`src/rtl/memory_arbiter.sv`:
```
// Serialises instruction-read, data-read and data-write requests onto one
// variable-latency RAM port, returning one-cycle hits and a sticky watchdog flag.
module memory_arbiter #(
    parameter int unsigned TIMEOUT = 255
) (
    input  logic        clk,
    input  logic        rst,
    input  logic        iren,
    input  logic [31:0] iaddr,
    input  logic        dren,
    input  logic        wren,
    input  logic [31:0] daddr,
    input  logic [31:0] dstore,
    output logic        ihit,
    output logic [31:0] instr,
    output logic        dhit,
    output logic [31:0] dload,
    output logic [31:0] ramaddr,
    output logic [31:0] ramstore,
    output logic        ramREN,
    output logic        ramWEN,
    input  logic [31:0] ramload,
    input  logic        ram_ack,
    output logic        err
);

    typedef enum logic [2:0] {IDLE, IREAD, DREAD, DWRITE, RESP} state_t;

    localparam logic [7:0]  TIMEOUT_CNT = TIMEOUT[7:0];
    localparam logic [31:0] BAD_DATA    = 32'hDEADBEEF;

    state_t      state;
    logic [7:0]  cnt;
    logic [31:0] addr_q;
    logic [31:0] store_q;
    logic        done;

    // RAM side is decoded purely from state and latched registers.
    assign ramaddr  = addr_q;
    assign ramstore = store_q;
    assign ramREN   = (state == IREAD) || (state == DREAD);
    assign ramWEN   = (state == DWRITE);
    assign done     = ram_ack || (cnt == TIMEOUT_CNT);

    always_ff @(posedge clk or posedge rst) begin
        if (rst) begin
            state   <= IDLE;
            cnt     <= '0;
            addr_q  <= '0;
            store_q <= '0;
            ihit    <= 1'b0;
            dhit    <= 1'b0;
            instr   <= '0;
            dload   <= '0;
            err     <= 1'b0;
        end else begin
            case (state)
                IDLE: begin
                    ihit <= 1'b0;
                    dhit <= 1'b0;
                    cnt  <= '0;
                    if (wren) begin
                        addr_q  <= daddr;
                        store_q <= dstore;
                        state   <= DWRITE;
                    end else if (dren) begin
                        addr_q  <= daddr;
                        store_q <= dstore;
                        state   <= DREAD;
                    end else if (iren) begin
                        addr_q <= iaddr;
                        state  <= IREAD;
                    end
                end
                IREAD, DREAD, DWRITE: begin
                    if (done) begin
                        state <= RESP;
                        ihit  <= (state == IREAD);
                        dhit  <= (state != IREAD);
                        // An ack arriving on the timeout cycle still counts as success.
                        if (!ram_ack)
                            err <= 1'b1;
                        if (state == IREAD)
                            instr <= ram_ack ? ramload : BAD_DATA;
                        if (state == DREAD)
                            dload <= ram_ack ? ramload : BAD_DATA;
                    end else begin
                        cnt <= cnt + 8'd1;
                    end
                end
                RESP: begin
                    ihit  <= 1'b0;
                    dhit  <= 1'b0;
                    state <= IDLE;
                end
                default: state <= IDLE;
            endcase
        end
    end

endmodule

```
`config.mk`:
```
export PLATFORM = sky130hd
export DESIGN_NAME = memory_arbiter
export DESIGN_NICKNAME = d
export VERILOG_FILES = /design/src/rtl/memory_arbiter.sv
export SDC_FILE = /design/constraint.sdc
export NUM_CORES = 1
export LEC_CHECK = 0
export ABC_AREA = 1
export CAP_MARGIN = 40
export CORE_MARGIN = 8
export CORE_UTILIZATION = 30
export CTS_BUF_LIST = sky130_fd_sc_hd__clkbuf_4 sky130_fd_sc_hd__clkbuf_8
export CTS_CLUSTER_SIZE = 25
export DETAILED_ROUTE_END_ITERATION = 16
export MAX_ROUTING_LAYER = met4
export PLACE_DENSITY = 0.57
export SKIP_CTS_REPAIR_TIMING = 1
export SLEW_MARGIN = 20
export SYNTH_ARGS = -nofsm -noshare
export SYNTH_HDL_FRONTEND = slang
export SYNTH_SLANG_ARGS = --single-unit
```
`constraint.sdc`:
```
create_clock -name clk -period 6.4 [get_ports clk]
set_clock_uncertainty 0.2 [all_clocks]
set_input_delay 0.96 -clock clk [delete_from_list [all_inputs] [get_ports clk]]
set_output_delay 0.96 -clock clk [all_outputs]
set_load 0.01 [all_outputs]
```
==> out/qor.yml <==
clock_tree:
  clkSinkCount: 142
  root_buffer: "clkbuf_8"
  cts_buffer_depth: 2
  cts_made_buffers: 17
  tritoncts: "built"
  clk_pin_slew_ns: 0.09
  h-tree-depth: 4
  insertion_delay_ns: 0.43
timing:
  max_freq_mhz: 315
  maxSlewHeadroom: 0.517
  hold_viol: 0
  setup_ws_ns: 3.23
  period_needed_ns: 3.17
  finalCritPeriodShare: 0.496
  setup_violations: 0
  slew_violations: 0
  rsz0062_at_grt: "false"
  finalSetupTns_ns: 0
  worst_pin_slew_ns: 0.725
floorplan:
  die-width_um: 158
  dieArea_mm2: 0.0250
  start_util: 0.303
  die_h_um: 158
  pin_count: 267
  core_mm2: 0.0200
  row_count: 52
worst_setup_path:
  arrival_ns: 3.33
  worstReg2RegEnd: "instr[0]$_DFFE_PP0P_"
  path_delay_family: "buffers and inverters"
  reg2reg_depth: 9
  critical_path_buf_inv_count: 3
  criticalPathCategory: "in2reg"
  cp_cell_sequence: "clkdlybuf4s50_1 -> inv_2 -> nand2_4 -> nand2_2 -> buf_4 -> nand2_1 -> o21ai_2"
  cp_slowest_cell: "clkdlybuf4s50_1"
  slowest_delay_ns: 0.58
  end_kind: "flip-flop"
  crit_required_ns: 6.56
  cp_max_fo: 46
  r2r_start: "cnt[0]$_DFFE_PP0P_"
  rrSetupSlack_ns: 4.03
  startpoint_type: "primary input"
power:
  power_density_mw_per_mm2: 454
  p_total_mw: 4.21
  power.internal_mw: 2.62
  p_sw_mw: 1.59
  comb_power_share: 0.470
  leakage_nw: 4.12
  pwr-share-seq: 0.368
  ir_worst_vdd_v: 0.000146
  swShare: 0.378
  clockPowerShare: 0.162
synthesis:
  postSynthAreaPerCell_um2: 9.57
  ys_seq_area_frac: 0.586
  yosysWarningCount: 0
  ys_ff_latch: 142
  synth_cell_types: 30
  syn_nets: 769
  synth_top_area_share: 0.586
  postSynthCellCount: 634
  ys_top_cells_by_area: "dfrtp_1, nand2_1, mux2i_1"
  synth_area_leader_cell: "dfrtp_1"
  netlist_area_mm2: 0.00607
grt:
  grt_max_degree: 70
  antenna_found_initial: 1
  grt_overflow: 0
  grt_pass1_wl_um: 29200
  grt_pass1_vias: 5336
  grt_usage: 0.156
routing:
  drtPass1Iterations: 5
  drc_errors: 0
  viasPerCell: 4.40
  wl_per_cell_um: 16.0
  drt_iter0_drc: 245
  ant_nets: 0
  wirelength_um: 18800
  via_count: 5175
hold_path:
  min-delay-start: "ramstore[29]$_DFFE_PP0P_"
  min_to: "ramstore[29]$_DFFE_PP0P_"
  hold_depth: 2
  hold_class: "reg2reg"
cells_and_area:
  layout_common_cells: "clkdlybuf4s50_1, nand2_1, dfrtp_1, nor2_1, a21oi_1"
  area_delta_synth_final_pct: 52.9
  finalNetCount: 1027
  post-route-util: 0.463
  layout_commonest_cell: "clkdlybuf4s50_1"
  drive_gt1_frac: 0.0906
  layoutNonFillerInstCount: 1176
place:
  portBuffers: 266
  dp_hpwl_um: 14000
  placed_cells: 1143
  place_ws_ns: 2.77
  place_congestion: 0.754
flow_run:
  maxCapViolCount: 0
outcome:
  status: "complete, no violations"
-- state kept, by name (all words and copies together), names as in the netlist --
name / cells
ihit: 1
state: 3
cnt: 8
dhit: 1
ramstore: 32
err: 1
ramaddr: 32
dload: 32
instr: 32
-- layout make-up --
type / count / area, um2
flip-flops and latches: 142 / 3550
clock buffers: 18 / 248
multi-input cells: 443 / 2220
repair buffers: 272 / 2730
diodes: 1 / 2.50
well taps: 270 / 338
fillers: 2011 / 10800
clock inverters: 14 / 120
inverters: 16 / 65.1
-- metal layers --
layer / vias up / track usage / wire length [um]
met3: 15 / 0.0726 / 2310
met4: 0 / 0.0485 / 196
met1: 2362 / 0.196 / 8470
met5: - / - / 0
li1: 2562 / - / -
met2: 236 / 0.220 / 7790
-- through the flow --
step           instance area [um2]  hold slack (ns)
6_report                      9270            0.274
5_1_grt                       9270            0.294
4_1_cts                       9270            0.279
3_5_place_dp                  8900            0.257
3_3_place_gp                  8870            0.252
2_1_floorplan                 6070            0.298
-- worst max-delay path by stage --
stage | cells past startpoint | start | end | slack (ns)
after global routing | 7 | ram_ack | instr[0]$_DFFE_PP0P_ | 3.03
final | 7 | ram_ack | instr[0]$_DFFE_PP0P_ | 3.23
after floorplan | 1 | rst | cnt[0]$_DFFE_PP0P_ | 1.43
after detailed placement | 7 | ram_ack | instr[0]$_DFFE_PP0P_ | 2.77
after CTS | 3 | state[0]$_DFFE_PP0P_ | ramWEN | 3.11
after global placement | 7 | ram_ack | instr[28]$_DFFE_PP0P_ | 2.83
-- tightest hold or removal path, cell delays in order, from the launching register on --
cell and delay (ns):
dfrtp_1 0.35, nand2_1 0.05, nand2_1 0.05
-- power groups by stage --
stage / logic [mW] / registers, mW / clock network (mW)
6_report: 1.98 / 1.55 / 0.683
5_1_grt: 2.19 / 1.61 / 0.750
4_1_cts: 2.02 / 1.55 / 0.717
3_5_place_dp: 2.02 / 1.56 / 0
3_3_place_gp: 2.00 / 1.56 / 0
2_1_floorplan: 0.747 / 1.74 / 0
-- kinds of logic after synthesis --
family          after synthesis  share of synthesized area
buf+inv                      49                     0.0493
flops                       142                      0.586
compound gates              101                      0.100
xor+xnor                      1                    0.00144
mux                          32                     0.0528
simple gates                308                      0.208
fa+ha+maj                     1                    0.00206
-- Yosys cell counts --
| cell | number |
|---|---|
| buf_4 | 1 |
| nor3_2 | 1 |
| nand2_4 | 2 |
| inv_2 | 3 |
| ha_1 | 1 |
| xnor2_1 | 1 |
| a21oi_1 | 34 |
| nor3b_1 | 1 |
| nand2_2 | 6 |
| o21ai_0 | 19 |
| o21ai_2 | 23 |
| nand2_1 | 205 |
| nand3_4 | 1 |
| o21ai_1 | 22 |
| nor2_1 | 68 |
| buf_6 | 12 |
| nor3_4 | 1 |
| a21oi_4 | 1 |
| nor3_1 | 1 |
| nor2_4 | 1 |
| nand4_1 | 1 |
| inv_1 | 13 |
| buf_2 | 17 |
| o21bai_1 | 2 |
| mux2i_1 | 32 |
| clkbuf_1 | 3 |
| dfrtp_1 | 142 |
| nor2_2 | 3 |
| nand3_1 | 16 |
| or2_2 | 1 |
No activity file was read; power rests on OpenSTA's default activity.
